`config.mk`:
```
export PLATFORM = sky130hd
export DESIGN_NAME = rob_retire_unit_flat
export DESIGN_NICKNAME = d
export VERILOG_FILES = /design/src/rtl/rob_retire_unit_pkg.sv /design/src/rtl/rob_retire_unit_if.sv /design/src/rtl/rob_retire_unit_stats.sv /design/src/rtl/rob_retire_unit.sv /design/src/flat_wrapper.sv
export SDC_FILE = /design/constraint.sdc
export NUM_CORES = 1
export LEC_CHECK = 0
export CORE_ASPECT_RATIO = 0.9
export CORE_MARGIN = 3
export CORE_UTILIZATION = 36
export CTS_CLUSTER_DIAMETER = 120
export DETAILED_ROUTE_END_ITERATION = 12
export PLACE_DENSITY = 0.74
export SLEW_MARGIN = 20
export SYNTH_ARGS = -nofsm -noshare
export SYNTH_HDL_FRONTEND = slang
export SYNTH_SLANG_ARGS = --single-unit
```
`constraint.sdc`:
```
create_clock -name clk_i -period 1.72 [get_ports clk_i]
set_clock_uncertainty 0.15 [all_clocks]
set_input_delay 0.258 -clock clk_i [delete_from_list [all_inputs] [get_ports clk_i]]
set_output_delay 0.258 -clock clk_i [all_outputs]
set_load 0.01 [all_outputs]
```
`src/rtl/rob_retire_unit_pkg.sv`:
```
// Shared types and constants for the in-order ROB retirement engine:
// the 78-bit ROB commit-entry layout, the zero register and NZVC flag indices.
package rob_retire_unit_pkg;

  localparam int ENTRY_W = 78;
  localparam logic [4:0] ZERO_REG = 5'd31;

  localparam int FLAG_C = 0;
  localparam int FLAG_V = 1;
  localparam int FLAG_Z = 2;
  localparam int FLAG_N = 3;

  // Field order mirrors the entry bit layout, MSB first.
  typedef struct packed {
    logic        spare;
    logic        valid;
    logic        regWrite;
    logic [4:0]  destReg;
    logic        saveFlags;
    logic [3:0]  flags;
    logic        done;
    logic [63:0] value;
  } robEntry_t;

  function automatic logic [31:0] regOneHot(input logic [4:0] r);
    regOneHot = 32'd1 << r;
  endfunction

endpackage

```
`src/rtl/rob_retire_unit_if.sv`:
```
// ROB commit-port read side and map-table commit port seen by the retire unit.
// Valid/ready: ROBupdateHead is asserted only while the head entry is valid, done and not held; the ROB pops on that cycle's edge.
interface rob_retire_unit_if #(
  parameter int ROBsizeLog = 6
);
  import rob_retire_unit_pkg::*;

  logic [ROBsizeLog-1:0] ROBhead;
  robEntry_t             ROBcommitReadData;
  logic                  ROBupdateHead;
  logic [4:0]            mapCommitReadAddr;
  logic [ROBsizeLog-1:0] mapCommitReadData;
  logic [31:0]           mapResets;

  // ROB / map-table side
  modport master (
    output ROBhead, ROBcommitReadData, mapCommitReadData,
    input  ROBupdateHead, mapCommitReadAddr, mapResets
  );

  // Retire unit side
  modport slave (
    input  ROBhead, ROBcommitReadData, mapCommitReadData,
    output ROBupdateHead, mapCommitReadAddr, mapResets
  );
endinterface

```
`src/rtl/rob_retire_unit_stats.sv`:
```
// Saturating 32-bit event counter used for the optional retirement statistics
// (only instantiated when RETIRE_STATS_EN is defined).
module retire_stats_counter #(
  parameter int W = 32
) (
  input  logic         clk_i,
  input  logic         reset_i,
  input  logic         inc_i,
  output logic [W-1:0] count_o
);

  always_ff @(posedge clk_i or negedge reset_i) begin
    if (!reset_i) begin
      count_o <= '0;
    end else if (inc_i && (count_o != {W{1'b1}})) begin
      count_o <= count_o + 1'b1;
    end
  end

endmodule

```
`src/rtl/rob_retire_unit.sv`:
```
// In-order retirement engine: pops completed ROB head entries, writes the register file
// and flags one cycle later, and clears stale map entries. Optional counters: RETIRE_STATS_EN.
module rob_retire_unit
  import rob_retire_unit_pkg::*;
#(
  parameter int ROBsize    = 32,
  parameter int ROBsizeLog = $clog2(ROBsize + 1)
) (
  input  logic                  clk_i,
  input  logic                  reset_i,
  input  logic                  hold_i,
  rob_retire_unit_if.slave      robIf,
  output logic [4:0]            WriteRegister_o,
  output logic [63:0]           WriteData_o,
  output logic                  RegWrite_o,
  output logic [3:0]            archFlags_o,
  output logic [ROBsizeLog-1:0] retiredTag_o,
  output logic                  retireValid_o
`ifdef RETIRE_STATS_EN
  ,
  output logic [31:0]           retiredCount_o,
  output logic [31:0]           stallCount_o
`endif
);

  logic canRetire;

  logic                  r1Valid;
  logic [ROBsizeLog-1:0] r1Tag;
  logic [4:0]            r1DestReg;
  logic [63:0]           r1Value;
  logic                  r1RegWrite;
  logic                  r1SaveFlags;
  logic [3:0]            r1Flags;
  logic                  mapStillOurs;

  // Stage R0: purely combinational head inspection.
  assign canRetire           = robIf.ROBcommitReadData.valid
                             & robIf.ROBcommitReadData.done
                             & ~hold_i;
  assign robIf.ROBupdateHead = canRetire;

  always_ff @(posedge clk_i or negedge reset_i) begin
    if (!reset_i) begin
      r1Valid     <= 1'b0;
      r1Tag       <= '0;
      r1DestReg   <= '0;
      r1Value     <= '0;
      r1RegWrite  <= 1'b0;
      r1SaveFlags <= 1'b0;
      r1Flags     <= '0;
      archFlags_o <= '0;
    end else begin
      r1Valid <= canRetire;
      if (canRetire) begin
        r1Tag       <= robIf.ROBhead;
        r1DestReg   <= robIf.ROBcommitReadData.destReg;
        r1Value     <= robIf.ROBcommitReadData.value;
        r1RegWrite  <= robIf.ROBcommitReadData.regWrite;
        r1SaveFlags <= robIf.ROBcommitReadData.saveFlags;
        r1Flags     <= robIf.ROBcommitReadData.flags;
      end
      if (r1Valid && r1SaveFlags) begin
        archFlags_o <= r1Flags;
      end
    end
  end

  // Stage R1 outputs. Data/address are zeroed when R1 is empty so the regfile port idles cleanly.
  always_comb begin
    RegWrite_o      = 1'b0;
    WriteRegister_o = '0;
    WriteData_o     = '0;
    if (r1Valid) begin
      RegWrite_o      = r1RegWrite & (r1DestReg != ZERO_REG);
      WriteRegister_o = r1DestReg;
      WriteData_o     = r1Value;
    end
  end

  // The map entry is only cleared if no younger instruction has renamed the register;
  // the comparison sees the map value from before any same-cycle decode write.
  assign robIf.mapCommitReadAddr = r1DestReg;
  assign mapStillOurs            = (robIf.mapCommitReadData == r1Tag);

  always_comb begin
    robIf.mapResets = '0;
    if (r1Valid && r1RegWrite && mapStillOurs) begin
      robIf.mapResets = regOneHot(r1DestReg);
    end
  end

  assign retiredTag_o  = r1Tag;
  assign retireValid_o = r1Valid;

`ifdef RETIRE_STATS_EN
  logic headStalled;
  assign headStalled = robIf.ROBcommitReadData.valid & ~robIf.ROBcommitReadData.done;

  retire_stats_counter #(.W(32)) u_retiredCount (
    .clk_i   (clk_i),
    .reset_i (reset_i),
    .inc_i   (canRetire),
    .count_o (retiredCount_o)
  );

  retire_stats_counter #(.W(32)) u_stallCount (
    .clk_i   (clk_i),
    .reset_i (reset_i),
    .inc_i   (headStalled),
    .count_o (stallCount_o)
  );
`endif

endmodule

```
`src/flat_wrapper.sv`:
```
// flat-port wrapper written by rule: the top's interface ports become plain ports
module rob_retire_unit_flat import rob_retire_unit_pkg::*;
#(
  parameter int ROBsize    = 32,
  parameter int ROBsizeLog = $clog2(ROBsize + 1)
)
  (clk_i, reset_i, hold_i, WriteRegister_o, WriteData_o, RegWrite_o, archFlags_o, retiredTag_o, retireValid_o, robIf_ROBhead, robIf_ROBcommitReadData, robIf_mapCommitReadData, robIf_ROBupdateHead, robIf_mapCommitReadAddr, robIf_mapResets);
  rob_retire_unit_if #(.ROBsizeLog(ROBsizeLog)) robIf_i ();
  input  logic clk_i;
  input  logic reset_i;
  input  logic hold_i;
  output logic [4:0] WriteRegister_o;
  output logic [63:0] WriteData_o;
  output logic RegWrite_o;
  output logic [3:0] archFlags_o;
  output logic [ROBsizeLog-1:0] retiredTag_o;
  output logic retireValid_o;
  input wire logic [$bits(robIf_i.ROBhead)-1:0] robIf_ROBhead;
  input wire logic [$bits(robIf_i.ROBcommitReadData)-1:0] robIf_ROBcommitReadData;
  input wire logic [$bits(robIf_i.mapCommitReadData)-1:0] robIf_mapCommitReadData;
  output wire logic [$bits(robIf_i.ROBupdateHead)-1:0] robIf_ROBupdateHead;
  output wire logic [$bits(robIf_i.mapCommitReadAddr)-1:0] robIf_mapCommitReadAddr;
  output wire logic [$bits(robIf_i.mapResets)-1:0] robIf_mapResets;
  assign robIf_i.ROBhead = robIf_ROBhead;
  assign robIf_i.ROBcommitReadData = robIf_ROBcommitReadData;
  assign robIf_i.mapCommitReadData = robIf_mapCommitReadData;
  assign robIf_ROBupdateHead = robIf_i.ROBupdateHead;
  assign robIf_mapCommitReadAddr = robIf_i.mapCommitReadAddr;
  assign robIf_mapResets = robIf_i.mapResets;
  rob_retire_unit #(.ROBsize(ROBsize), .ROBsizeLog(ROBsizeLog)) u_core (.clk_i(clk_i), .reset_i(reset_i), .hold_i(hold_i), .robIf(robIf_i), .WriteRegister_o(WriteRegister_o), .WriteData_o(WriteData_o), .RegWrite_o(RegWrite_o), .archFlags_o(archFlags_o), .retiredTag_o(retiredTag_o), .retireValid_o(retireValid_o));
endmodule
```
==> impl_metrics.csv, run 1 <==
group,metric,value,unit
synthesis,synth-async-reset-ratio,100,%
clock_network,cts_max_level,3,
hold_path,hold_path_class,"in2async",
floorplanning,dieHeight,106,um
synthesis,yosysSeqAreaShare,53.5,%
timing,max_slew_margin,76.7,%
worst_setup_path,endpoint_kind,"output port",
final_layout,postLayoutCellArea,8060,sq um
worst_setup_path,crit_fanout,7,
global_routing,grt_pass1_wl,22000,um
outcome,violations,"setup timing",
drt,drtPass1Iterations,4,
drt,drt-initial-drc-count,130,
flow_run,drv_cap,0,
worst_setup_path,rrSetupSlack,-0.17,ns
outcome,status,"finished with violations",
drt,drc,0,
clock_network,clkTransAtPathRegs,0.06,ns
synthesis,postSynthAreaPerCell,12.1,sq um
timing,rsz0062_at_grt,"true",
place,port_buffers,210,
drt,drtAntennaViolNets,0,
worst_setup_path,worst_ep_required_time,1.31,ns
floorplanning,dieWidth,117,um
timing,period_share,143,%
synthesis,ys.warnings.count,0,
floorplanning,die-area,12500,sq um
global_routing,grt_pass1_vias,4042,
final_layout,nFillCells,673,
power_and_ir_drop,power.total,6.69,mW
synthesis,synth_commonest_cells,"86 x dfrtp_1, 85 x mux2_2, 69 x and2_1, 24 x nor3_1, 19 x clkbuf_1",
synthesis,synth_top_area_share,53.5,%
timing,fin_crit,2.46,ns
synthesis,ys_ff_latch,86,
drt,vias_per_cell,4.76,
synthesis,synth_cells,332,
synthesis,yosys-top-cells-area,"dfrtp_1 54%, mux2_2 24%, and2_1 11%",
place,dpl_cell_area,7000,sq um
timing,worst_slew_pin_slew,0.349,ns
synthesis,mappedNetlistNets,425,
synthesis,yosys.area.top_type,"dfrtp_1",
power_and_ir_drop,power_density,830,nW/um^2
final_layout,drive_gt1_share,63.7,%
worst_setup_path,critical_path_arrival,2.05,ns
clock_network,cts_tree,"done",
synthesis,synth_edf_count,0,
clock_network,clock_latency,0.33,ns
global_routing,antenna_found_initial,0,
place,dp_hpwl,9200,um
power_and_ir_drop,p_leak,3.94,nW
clock_network,root_buffer,"clkbuf_16",
drt,totalWireLength,13900,um
power_and_ir_drop,ir_worst_vdd,0.575,mV
final_layout,fin_nets,704,
timing,fmax,0.407,GHz
drt,num_vias,3631,
worst_setup_path,crit_type,"reg2out",
synthesis,synth_area,4020,sq um
worst_setup_path,cp-start-kind,"register",
timing,whs,0.231,ns
place,gp_congestion,0.793,
final_layout,multi_input_area,2380,sq um
final_layout,ff_latch_area,2160,sq um
floorplanning,io_pins,212,
timing,setup_slack,-0.739,ns
global_routing,track_usage,22.5,%
synthesis,ys_types,19,
final_layout,area_growth,100,%
timing,hold_violations,0,
final_layout,antenna_cells,0,
synthesis,synth_flop_cell,"dfrtp_1",
synthesis,synthMostInstantiatedCell,"dfrtp_1",
global_routing,grt-ovfl-total,0,
clock_network,numCtsBuffers,9,
timing,slew_violations,0,
clock_network,cts.sinks,86,
global_routing,grt_max_degree,42,
floorplanning,initial_utilization,38.1,%
timing,setup_viol,106,
floorplanning,rows,35,
drt,wl_per_cell,18.2,um
floorplanning,core_area,10600,sq um
timing,tns,-57.54,ns
final_layout,utilization,76.3,%
clock_network,clock_path_buffers,2,
==> cell type report <==
class                   instances  area share [%]
inverters                       2          0.0932
flip-flops and latches         86            26.8
repair buffers                291            37.4
multi-input cells             221            29.5
clock inverters                 3           0.854
well taps                     148            2.30
clock buffers                  12            3.06
==> kinds of logic after synthesis <==
group	after synthesis	synth area share, %
XOR/XNOR	6	1.31
buffers and inverters	25	2.62
flip-flops	86	53.5
multiplexers	85	23.8
AND/OR/NAND/NOR	130	18.7
==> sequential cells by signal (all words and copies together) (netlist names) <==
name,count
u_core.retireValid_o,1
u_core.robIf.mapCommitReadAddr,5
u_core.r1SaveFlags,1
u_core.r1Value,64
u_core.r1Flags,4
u_core.retiredTag_o,6
u_core.r1RegWrite,1
u_core.archFlags_o,4
==> cells in the final DEF, fill, tap and decap left out, types with 2 or more instances in the layout <==
master	count
bufinv_16	2
xnor2_2	3
nor3_4	23
buf_4	37
and2_1	2
inv_1	2
buf_16	3
nor4_4	7
buf_8	5
nand4_1	4
clkbuf_1	2
dlygate4sd2_1	11
nand3_1	5
nor2_1	3
mux2_4	4
buf_2	33
and2_4	67
dfrtp_2	3
xor2_1	3
nand2_1	7
dlymetal6s2s_1	2
buf_6	89
clkbuf_16	11
nor2b_1	4
dfrtp_1	83
mux2_2	81
clkdlybuf4s50_1	93
buf_12	15
==> where the power goes <==
part	total (mW)	switching [mW]	internal, mW
clock	2.06	0.756	1.31
sequential	2.69	0.253	2.43
combinational	1.94	0.774	1.16
total	6.69	1.78	4.90
==> per-stage QoR <==
stage | worst slack, ns | std cells
3_3_place_gp | -1.29 | 713
6_report | -0.739 | 763
2_1_floorplan | -0.352 | 332
4_1_cts | -0.796 | 762
3_5_place_dp | -1.34 | 713
5_1_grt | -0.831 | 763
==> final timing paths <==
kind	startpoint	to	cells past startpoint
min in group clk_i	u_core.r1Value[28]$_DFFE_PN0P_	u_core.r1Value[28]$_DFFE_PN0P_	1
min	reset_i	u_core.r1Value[3]$_DFFE_PN0P_	2
max reg2reg	u_core.retireValid_o$_DFF_PN0_	u_core.archFlags_o[0]$_DFFE_PN0P_	9
max	u_core.retiredTag_o[0]$_DFFE_PN0P_	robIf_mapResets[28]	6
max in group asynchronous	reset_i	u_core.r1Value[47]$_DFFE_PN0P_	3
min reg2reg	u_core.r1Value[28]$_DFFE_PN0P_	u_core.r1Value[28]$_DFFE_PN0P_	1
==> per-layer routing <==
layer	vias to the layer above	track usage, %	part of all wire, %
met4	0	5.28	0.95
met2	158	38.1	49
met3	11	8.14	8.8
met1	1770	27.8	41
li1	1692	-	-
met5	-	0	0
==> what timing repair did <==
item	in CTS	in global routing
endpoints found under the hold margin	22	0
endpoints found under the setup margin	119	109
pin swaps	13	11
hold buffers	1	0
setup buffers	23	12
resized for setup	586	67
cloned	10	2
==> critical path, stage by stage, from the launching register on <==
cell     delay [ns]
dfrtp_1        0.38
xor2_1         0.14
or4_4          0.56
buf_12         0.17
buf_12         0.15
nor4_4         0.14
buf_2          0.17
(Power assumes the default switching activity.)
==> run 2: changes to the inputs <==
ABC_CLOCK_PERIOD_IN_PS = 2170   (was unset)
clock period = 2.17 ns   (was 1.72 ns; I/O delays follow)
==> run 2 against run 1 <==
The flow still finishes with violations (setup timing). Clock power is 24% lower. Critical path depth down 1. Non-clock buffer count down 42. Combinational power decreased by 35%. Power down 27%. Sequential power is 22% lower. Routed wire length down 9.0%. Die area did not move. Via count shrank 3.4%. Sequential share of layout area grew 3.6 points. Count of clock-buffer cells in the layout down 3. Global-route usage shrank 2.6 points. Critical endpoint is now robIf_mapResets[14]. Largest cell class unchanged. Largest power group unchanged.
==> impl_metrics.csv, run 2 (synthesized netlist as in run 1, its figures left out) <==
group,metric,value,unit
hold_path,hold_path_class,"reg2reg",
global_routing,antenna_found_initial,0,
clock_network,cts_tree,"done",
drt,totalWireLength,12700,um
final_layout,drive_gt1_share,36.1,%
power_and_ir_drop,ir_worst_vdd,0.337,mV
final_layout,layout_common_cells,"104 x clkdlybuf4s50_1, 85 x mux2_2, 85 x dfrtp_1, 69 x and2_1, 58 x dlygate4sd2_1",
clock_network,cts_max_level,3,
final_layout,postLayoutCellArea,7090,sq um
final_layout,area_growth,76.4,%
clock_network,root_buffer,"clkbuf_16",
timing,setup_viol,32,
drt,wl_per_cell,17.6,um
timing,hold_violations,0,
final_layout,final_common_cell,"clkdlybuf4s50_1",
clock_network,clock_latency,0.33,ns
place,place_ws,-0.856,ns
clock_network,numCtsBuffers,9,
floorplanning,dieWidth,117,um
timing,period_share,119,%
clock_network,clkTransAtPathRegs,0.07,ns
drt,drt-initial-drc-count,125,
clock_network,clock_path_buffers,2,
drt,drtAntennaViolNets,0,
drt,vias_per_cell,4.86,
worst_setup_path,crit_type,"reg2out",
timing,rsz0062_at_grt,"true",
final_layout,fin_nets,662,
clock_network,cts.sinks,86,
drt,num_vias,3508,
timing,fmax,0.388,GHz
global_routing,track_usage,19.9,%
worst_setup_path,critical_path_arrival,2.10,ns
place,dpl_cell_area,6580,sq um
place,port_buffers,210,
final_layout,top_register,"u_core.r1Value",
global_routing,grt_pass1_wl,19700,um
flow_run,drv_cap,0,
timing,worst_slew_pin_slew,0.504,ns
global_routing,grt_max_degree,46,
timing,setup_slack,-0.409,ns
floorplanning,initial_utilization,38.1,%
worst_setup_path,worst_ep_required_time,1.69,ns
power_and_ir_drop,power_density,692,nW/um^2
floorplanning,core_area,10600,sq um
place,place_inst,697,
final_layout,finalNonFillerCells,722,
outcome,violations,"setup timing",
place,dp_hpwl,8730,um
place,gp_congestion,0.813,
global_routing,grt_pass1_vias,3676,
timing,slew_violations,0,
floorplanning,io_pins,212,
global_routing,grt-ovfl-total,0,
worst_setup_path,cp-start-kind,"register",
floorplanning,rows,35,
timing,fin_crit,2.58,ns
floorplanning,die-area,12500,sq um
drt,drtPass1Iterations,4,
timing,whs,0.348,ns
final_layout,antenna_cells,0,
worst_setup_path,endpoint_kind,"output port",
power_and_ir_drop,p_leak,3.61,nW
floorplanning,dieHeight,106,um
final_layout,largest_reg_flops,64,
drt,drc,0,
worst_setup_path,crit_fanout,5,
outcome,status,"finished with violations",
timing,max_slew_margin,66.4,%
[run 2: changes by cell type in the layout (fill, tap and decap cells not counted), moves of 11 or more]
cell | before | now
buf_6 | 89 | 4
and2_4 | 67 | 0
buf_4 | 37 | 22
clkdlybuf4s50_1 | 93 | 104
dlymetal6s2s_1 | 2 | 15
dlygate4sd2_1 | 11 | 58
and2_1 | 2 | 69
nor3_4 | 23 | 9
nor3_2 | 1 | 15
[run 2: layer usage]
metal / share of wire, % / vias to the layer above / GRT usage (%)
met5: 0 / - / 0
met1: 39 / 1735 / 23.4
met4: 0.94 / 0 / 4.52
met2: 51 / 153 / 34.7
met3: 8.8 / 9 / 7.82
li1: - / 1611 / -
[run 2: final cells by class]
class / instances / area (sq um)
clock inverters: 7 / 77.6
fillers: 828 / 3460
repair buffers: 249 / 2410
well taps: 148 / 185
inverters: 2 / 7.51
flip-flops and latches: 86 / 2150
clock buffers: 9 / 225
multi-input cells: 221 / 2030
[run 2: path summary, 6_finish.rpt]
check	startpoint	to	slack, ns	depth (start not counted)
worst max-delay path	u_core.retiredTag_o[0]$_DFFE_PN0P_	robIf_mapResets[14]	-0.41	5
worst min-delay path	u_core.r1Value[54]$_DFFE_PN0P_	u_core.r1Value[54]$_DFFE_PN0P_	0.35	1
worst max register to register	u_core.retireValid_o$_DFF_PN0_	u_core.archFlags_o[0]$_DFFE_PN0P_	0.68	4
worst min register to register	u_core.r1Value[54]$_DFFE_PN0P_	u_core.r1Value[54]$_DFFE_PN0P_	0.35	1
max in group asynchronous	reset_i	u_core.r1Value[55]$_DFFE_PN0P_	0.92	3
min in group asynchronous	reset_i	u_core.r1Value[35]$_DFFE_PN0P_	0.36	2
[run 2: power by group]
part           total, mW  internal, mW  switching, mW
registers           2.09          1.92          0.165
clock network       1.56         0.906          0.656
logic               1.26         0.739          0.518
[run 2: through the flow]
step	setup TNS [ns]	power, mW	util [%]
final	-10.99	4.91	67.2
after CTS	-10.43	4.93	65.3
after detailed placement	-25.66	3.34	62.4
after global routing	-13.05	5.16	67.2
after floorplan	-0.466	2.63	-
after global placement	-24.90	3.29	62.4
[run 2: worst max-delay path, stage by stage, from the launching register on]
cell and delay [ns]:
dfrtp_1 0.38, xor2_1 0.17, or4_4 0.60, clkbuf_16 0.19
nor4_2 0.25, buf_2 0.18
[run 2: timing repair]
item,4_1_cts,5_1_grt
gates resized for setup,216,36
hold buffers,1,0
gates cloned,4,1
pin swaps,11,24
hold endpoints to repair,36,0
setup buffers,3,0
setup endpoints to repair,103,47
==> run 3: changes to the inputs <==
CORE_UTILIZATION = 37   (was 36)
CTS_BUF_LIST = sky130_fd_sc_hd__clkbuf_8   (was unset)
PLACE_DENSITY = 0.76   (was 0.74)
==> run 3 against run 2 <==
The flow still finishes with violations (setup timing). Largest cell class unchanged. Utilization shrank 1.4 points. Combinational power is essentially flat. Clock power down 25%. Count of clock-buffer cells in the layout grew 1. Largest power group unchanged. Routed wire length fell by 2.1%. Register-to-register slack lost 0.02 ns. Power is 7.9% lower.
==> impl_metrics.csv, run 3 (synthesized netlist as in run 1, its figures left out) <==
group,metric,value,unit
clock_network,clock_path_buffers,2,
timing,period_share,118,%
drt,totalWireLength,12400,um
drt,drt-initial-drc-count,172,
floorplanning,rows,35,
global_routing,grt_max_degree,37,
final_layout,largest_reg_flops,64,
final_layout,antenna_cells,0,
timing,setup_slack,-0.386,ns
clock_network,numCtsBuffers,9,
hold_path,hold_path_class,"in2async",
drt,num_vias,3450,
global_routing,grt_pass1_wl,19500,um
worst_setup_path,path_buf_inv,3,
global_routing,grt-ovfl-total,0,
power_and_ir_drop,power_density,659,nW/um^2
worst_setup_path,endpoint_kind,"output port",
worst_setup_path,critical_path_arrival,2.08,ns
floorplanning,io_pins,212,
timing,max_slew_margin,73.0,%
drt,wl_per_cell,17.6,um
global_routing,track_usage,20.5,%
drt,drc,0,
timing,slew_violations,0,
timing,whs,0.256,ns
final_layout,drive_gt1_share,36.5,%
final_layout,nFillCells,848,
worst_setup_path,path_common_cell,"buf_12",
floorplanning,core_area,10400,sq um
power_and_ir_drop,p_int,3.24,mW
final_layout,top_register,"u_core.r1Value",
timing,setup_viol,32,
timing,fmax,0.391,GHz
floorplanning,initial_utilization,38.6,%
drt,vias_per_cell,4.90,
timing,fin_crit,2.56,ns
final_layout,layout_common_cells,"106 x clkdlybuf4s50_1, 85 x mux2_2, 83 x dfrtp_1, 71 x dlygate4sd2_1, 69 x and2_1",
power_and_ir_drop,power_frac_comb,27.8,%
final_layout,fin_nets,664,
timing,hold_violations,0,
timing,rsz0062_at_grt,"true",
floorplanning,dieHeight,105,um
place,dp_hpwl,8810,um
worst_setup_path,crit_type,"reg2out",
final_layout,postLayoutCellArea,6860,sq um
final_layout,final_common_cell,"clkdlybuf4s50_1",
power_and_ir_drop,power.total,4.52,mW
place,gp_congestion,0.900,
place,place_ws,-0.966,ns
timing,tns,-9.93,ns
clock_network,cts_tree,"done",
power_and_ir_drop,clockPowerShare,25.8,%
final_layout,area_growth,70.6,%
clock_network,cts_max_level,3,
clock_network,clkTransAtPathRegs,0.09,ns
place,dpl_cell_area,6570,sq um
outcome,status,"finished with violations",
floorplanning,dieWidth,116,um
timing,worst_slew_pin_slew,0.404,ns
worst_setup_path,critical_path.top_delay_family,"simple AND/OR/NAND/NOR gates",
worst_setup_path,worst_ep_required_time,1.69,ns
power_and_ir_drop,seqPwrFrac,46.3,%
clock_network,clock_latency,0.35,ns
clock_network,cts.sinks,86,
global_routing,antenna_found_initial,0,
final_layout,finalNonFillerCells,704,
drt,drtAntennaViolNets,0,
worst_setup_path,crit_fanout,8,
worst_setup_path,slowest_delay,0.60,ns
outcome,violations,"setup timing",
flow_run,drv_cap,0,
global_routing,grt_pass1_vias,3636,
worst_setup_path,slowest_stage,"or4_4",
worst_setup_path,cp-start-kind,"register",
power_and_ir_drop,ir_worst_vdd,0.343,mV
power_and_ir_drop,p_sw_share,28.3,%
floorplanning,die-area,12100,sq um
power_and_ir_drop,p_leak,3.25,nW
worst_setup_path,crit_chain,"xor2_1 > or4_4 > buf_12 > buf_12 > nor3_2 > buf_2",
place,place_inst,681,
final_layout,utilization,65.8,%
place,port_buffers,210,
clock_network,root_buffer,"clkbuf_8",
power_and_ir_drop,netSwitchingPower,1.28,mW
drt,drtPass1Iterations,4,
run 3: cell count changes in the layout (fill, tap and decap cells not counted), moves of 3 or more:
cell            delta
buf_6              -3
dlymetal6s2s_1    -15
nor3_4             -7
clkbuf_8          +10
buf_4              +8
clkbuf_16         -10
dlygate4sd2_1     +13
nor3_2             +7
run 3: final cells by class:
| class | instances | area (sq um) | share of cell area, % |
|---|---|---|---|
| Timing Repair Buffer | 251 | 2320 | 33.8 |
| Inverter | 2 | 7.51 | 0.109 |
| Sequential cell | 86 | 2160 | 31.4 |
| Tap cell | 129 | 161 | 2.35 |
| Clock inverter | 5 | 66.3 | 0.967 |
| Clock buffer | 10 | 138 | 2.01 |
| Multi-Input combinational cell | 221 | 2010 | 29.3 |
run 3: worst paths after layout:
kind                            slack (ns)                           endpoint  depth (start not counted)                          startpoint
min in group clk_i                    0.35     u_core.r1Value[38]$_DFFE_PN0P_                          1      u_core.r1Value[38]$_DFFE_PN0P_
worst min-delay path                  0.26     u_core.r1Value[10]$_DFFE_PN0P_                          2                             reset_i
worst min register to register        0.35     u_core.r1Value[38]$_DFFE_PN0P_                          1      u_core.r1Value[38]$_DFFE_PN0P_
worst max register to register        0.66  u_core.archFlags_o[0]$_DFFE_PN0P_                          4      u_core.retireValid_o$_DFF_PN0_
worst max-delay path                 -0.39                robIf_mapResets[27]                          6  u_core.retiredTag_o[0]$_DFFE_PN0P_
max in group asynchronous             1.02      u_core.r1Value[9]$_DFFE_PN0P_                          3                             reset_i
run 3: repair_timing:
action | CTS | global route
buffers inserted | 3 | 0
gates resized for setup | 232 | 11
endpoints found under the setup margin | 103 | 32
endpoints found under the hold margin | 20 | 0
pin swaps | 21 | 0
gates cloned | 4 | 0
hold buffers | 1 | 0
run 3: power by group through the flow:
| stage | clock (mW) | combinational [mW] | sequential (mW) |
|---|---|---|---|
| floorplan | 0 | 0.525 | 2.11 |
| global placement | 0 | 1.20 | 2.10 |
| detailed placement | 0 | 1.23 | 2.12 |
| CTS | 1.21 | 1.25 | 2.09 |
| global route | 1.27 | 1.36 | 2.14 |
| finish | 1.17 | 1.26 | 2.09 |
run 3: routing by layer:
layer | wire length, um | GRT usage (%) | share of wire, % | vias to the layer above
li1 | - | - | - | 1606
met1 | 4740 | 23.9 | 38 | 1667
met2 | 6220 | 35.4 | 50 | 159
met3 | 1240 | 7.24 | 10 | 18
met4 | 205 | 5.63 | 1.7 | 0
met5 | 0 | 0 | 0 | -
==> RTL change (settings of run 2) <==
Add an input register stage for `hold_i`, with the module's reset; this delays it by one clock. The other inputs are not delayed to match.
--- a/src/rtl/rob_retire_unit.sv
+++ b/src/rtl/rob_retire_unit.sv
@@ -23,6 +23,16 @@
 `endif
 );
 
+  logic hold_q;
+
+  always_ff @(posedge clk_i or negedge reset_i) begin
+    if (!reset_i) begin
+      hold_q <= '0;
+    end else begin
+      hold_q <= hold_i;
+    end
+  end
+
   logic canRetire;
 
   logic                  r1Valid;
@@ -37,7 +47,7 @@
   // Stage R0: purely combinational head inspection.
   assign canRetire           = robIf.ROBcommitReadData.valid
                              & robIf.ROBcommitReadData.done
-                             & ~hold_i;
+                             & ~hold_q;
   assign robIf.ROBupdateHead = canRetire;
 
   always_ff @(posedge clk_i or negedge reset_i) begin
Formal check against the unedited RTL: not equivalent (Yosys sat finds a counterexample within 4 cycles, from zero or initial values and one cycle with reset_i low).
==> RTL change against run 2 <==
Final area up 0.64%; sequential cell count up 1; routed wire length up 1.0%; the flow still finishes with violations (setup timing); utilization down 3.0 points; largest power group unchanged; power up 2.0%; global-route usage down 1.2 points; synthesized area up 5.3%; setup slack worse by 0.0072 ns; synthesized cell count up 3.3%; non-clock buffer count unchanged.
==> RTL change: results (changes against run 2) <==
run status=finished, violations left (unchanged); failing checks=setup timing (unchanged); register-to-register setup slack=0.55 ns (was 0.68 ns); Static Leak=3.46 nW (was 3.61 nW); CP arrival=2.11 ns; placer's final routability congestion estimate=0.877 (was 0.813); max reg flops=64 (unchanged); share of layout cells above drive strength 1=36.4% (was 36.1%); Top delay family on crit path=simple AND/OR/NAND/NOR gates (unchanged); Routed Wire Length=12.8 mm (was 12.7 mm); VDD IR max=0.420 mV (was 0.337 mV); worst r2r src=u_core.retireValid_o$_DFF_PN0_ (unchanged); hold path startpoint=hold_i (was u_core.r1Value[54]$_DFFE_PN0P_); library cells used by synthesis=25 (was 19); Ant. Diodes=0 (unchanged); worst setup path start=u_core.retiredTag_o[5]$_DFFE_PN0P_ (was u_core.retiredTag_o[0]$_DFFE_PN0P_); Worst Hold Class=primary input to flip-flop (was flip-flop to flip-flop); most frequent cells after synthesis=87 x dfrtp_1, 85 x mux2_2, 69 x and2_1 (was 86 x dfrtp_1, 85 x mux2_2, 69 x and2_1); Hold WS=0.288 ns (was 0.348 ns); HPWL Detailed=8.79 mm (was 8.73 mm); gr usage total=18.8% (was 19.9%); vias in the first global route=3723 (was 3676); initial antenna violation count=0 (unchanged); clk_lat worst skew=0.33 ns (about the same); global-route wire length before repair=19.2 mm (was 19.7 mm); initial drt markers=101 (was 125); Slowest-stage cell, CP=or4_4 (unchanged); Seq/Total Area, Yosys=51.4% (was 53.5%); vias per inst=4.78 (was 4.86); Syn Nets=436 (was 425); max incr delay on CP=0.61 ns; CTS buffer count=9 (unchanged); reg2reg end=u_core.archFlags_o[3]$_DFFE_PN0P_ (was u_core.archFlags_o[0]$_DFFE_PN0P_); largest net degree at the start of global routing=60 (was 46); final setup violating endpoints=33 (was 32); Clock transition at path regs=0.06 ns; Max Buffers Root-to-Sink=2 (unchanged); PnR worst setup slack=-0.416 ns (was -0.409 ns); cell depth of the worst min-delay path=1 (unchanged); Hold Crit Endpoint=u_core.hold_q$_DFF_PN0_ (was u_core.r1Value[54]$_DFFE_PN0P_); ranking of synthesized cells by area=dfrtp_1 51%, mux2_2 23%, and2_1 10% (was dfrtp_1 54%, mux2_2 24%, and2_1 11%); buffers added on ports=210 (unchanged); Crit Path Max Fanout=8 (was 5); Post-DP Area=0.00663 mm^2 (was 0.00658 mm^2); Tightest Pin Transition=0.386 ns (was 0.504 ns); DR pass1 iterations=4 (unchanged); R2R depth=4 (unchanged); root buffer cell=clkbuf_16 (unchanged); Final #Nets=667 (was 662); Post-synth ARST share=100% (unchanged)
## RTL change: worst max path at each step
stage	slack (ns)	cells after the start	endpoint
3_5_place_dp	-0.87	6	robIf_mapResets[17]
5_1_grt	-0.55	5	robIf_mapResets[0]
2_1_floorplan	-0.03	5	robIf_mapResets[12]
4_1_cts	-0.43	5	robIf_mapResets[4]
6_report	-0.42	5	robIf_mapResets[12]
3_3_place_gp	-0.83	6	robIf_mapResets[30]
## RTL change: area by class of cell
class	instances	area [um^2]
well taps	152	190
flip-flops and latches	87	2180
clock buffers	10	239
inverters	2	7.51
repair buffers	249	2400
clock inverters	6	67.6
fillers	917	3990
multi-input cells	225	2050
## RTL change: power by group
| group | switching [mW] | leakage, nW | total, mW | internal [mW] |
|---|---|---|---|---|
| sequential | 0.166 | 1.03 | 2.11 | 1.95 |
| clock | 0.633 | 0.145 | 1.56 | 0.929 |
| combinational | 0.548 | 2.29 | 1.33 | 0.782 |
## RTL change: cells by family (layout without fill, tap and decap cells)
logic type	after synthesis	after routing	synth area share, %
xor+xnor	6	6	1.24
mux	85	85	22.6
flops	87	87	51.4
simple gates	134	134	20.9
buf+inv	31	267	3.76
## RTL change: stage by stage
| stage | instances | setup TNS [ns] | power [mW] | worst slack [ns] | utilization [%] |
|---|---|---|---|---|---|
| global route | 731 | -13.33 | 5.26 | -0.546 | 64.1 |
| detailed placement | 701 | -25.24 | 3.41 | -0.868 | 59.6 |
| floorplan | 343 | -0.396 | 2.69 | -0.0295 | - |
| CTS | 725 | -11.57 | 5.02 | -0.429 | 62.9 |
| finish | 731 | -10.66 | 5.01 | -0.416 | 64.1 |
| global placement | 701 | -24.52 | 3.36 | -0.834 | 59.6 |
## RTL change: timing repair
action                                  in CTS  in global routing
endpoints found under the setup margin     103                 45
hold buffers                                 1                  0
hold endpoints to repair                    28                  0
gates cloned                                 5                  0
pin swaps                                   11                  5
gates resized for setup                    216                 24
setup buffers                                2                  6
## RTL change: per-layer routing
layer  global-route usage (%)  wire length (um)  vias up
li1                         -                 -     1630
met5                        0                 0        -
met3                     6.28              1130       16
met2                     34.7              6590      144
met1                     20.5              4880     1707
met4                     5.91               209        0
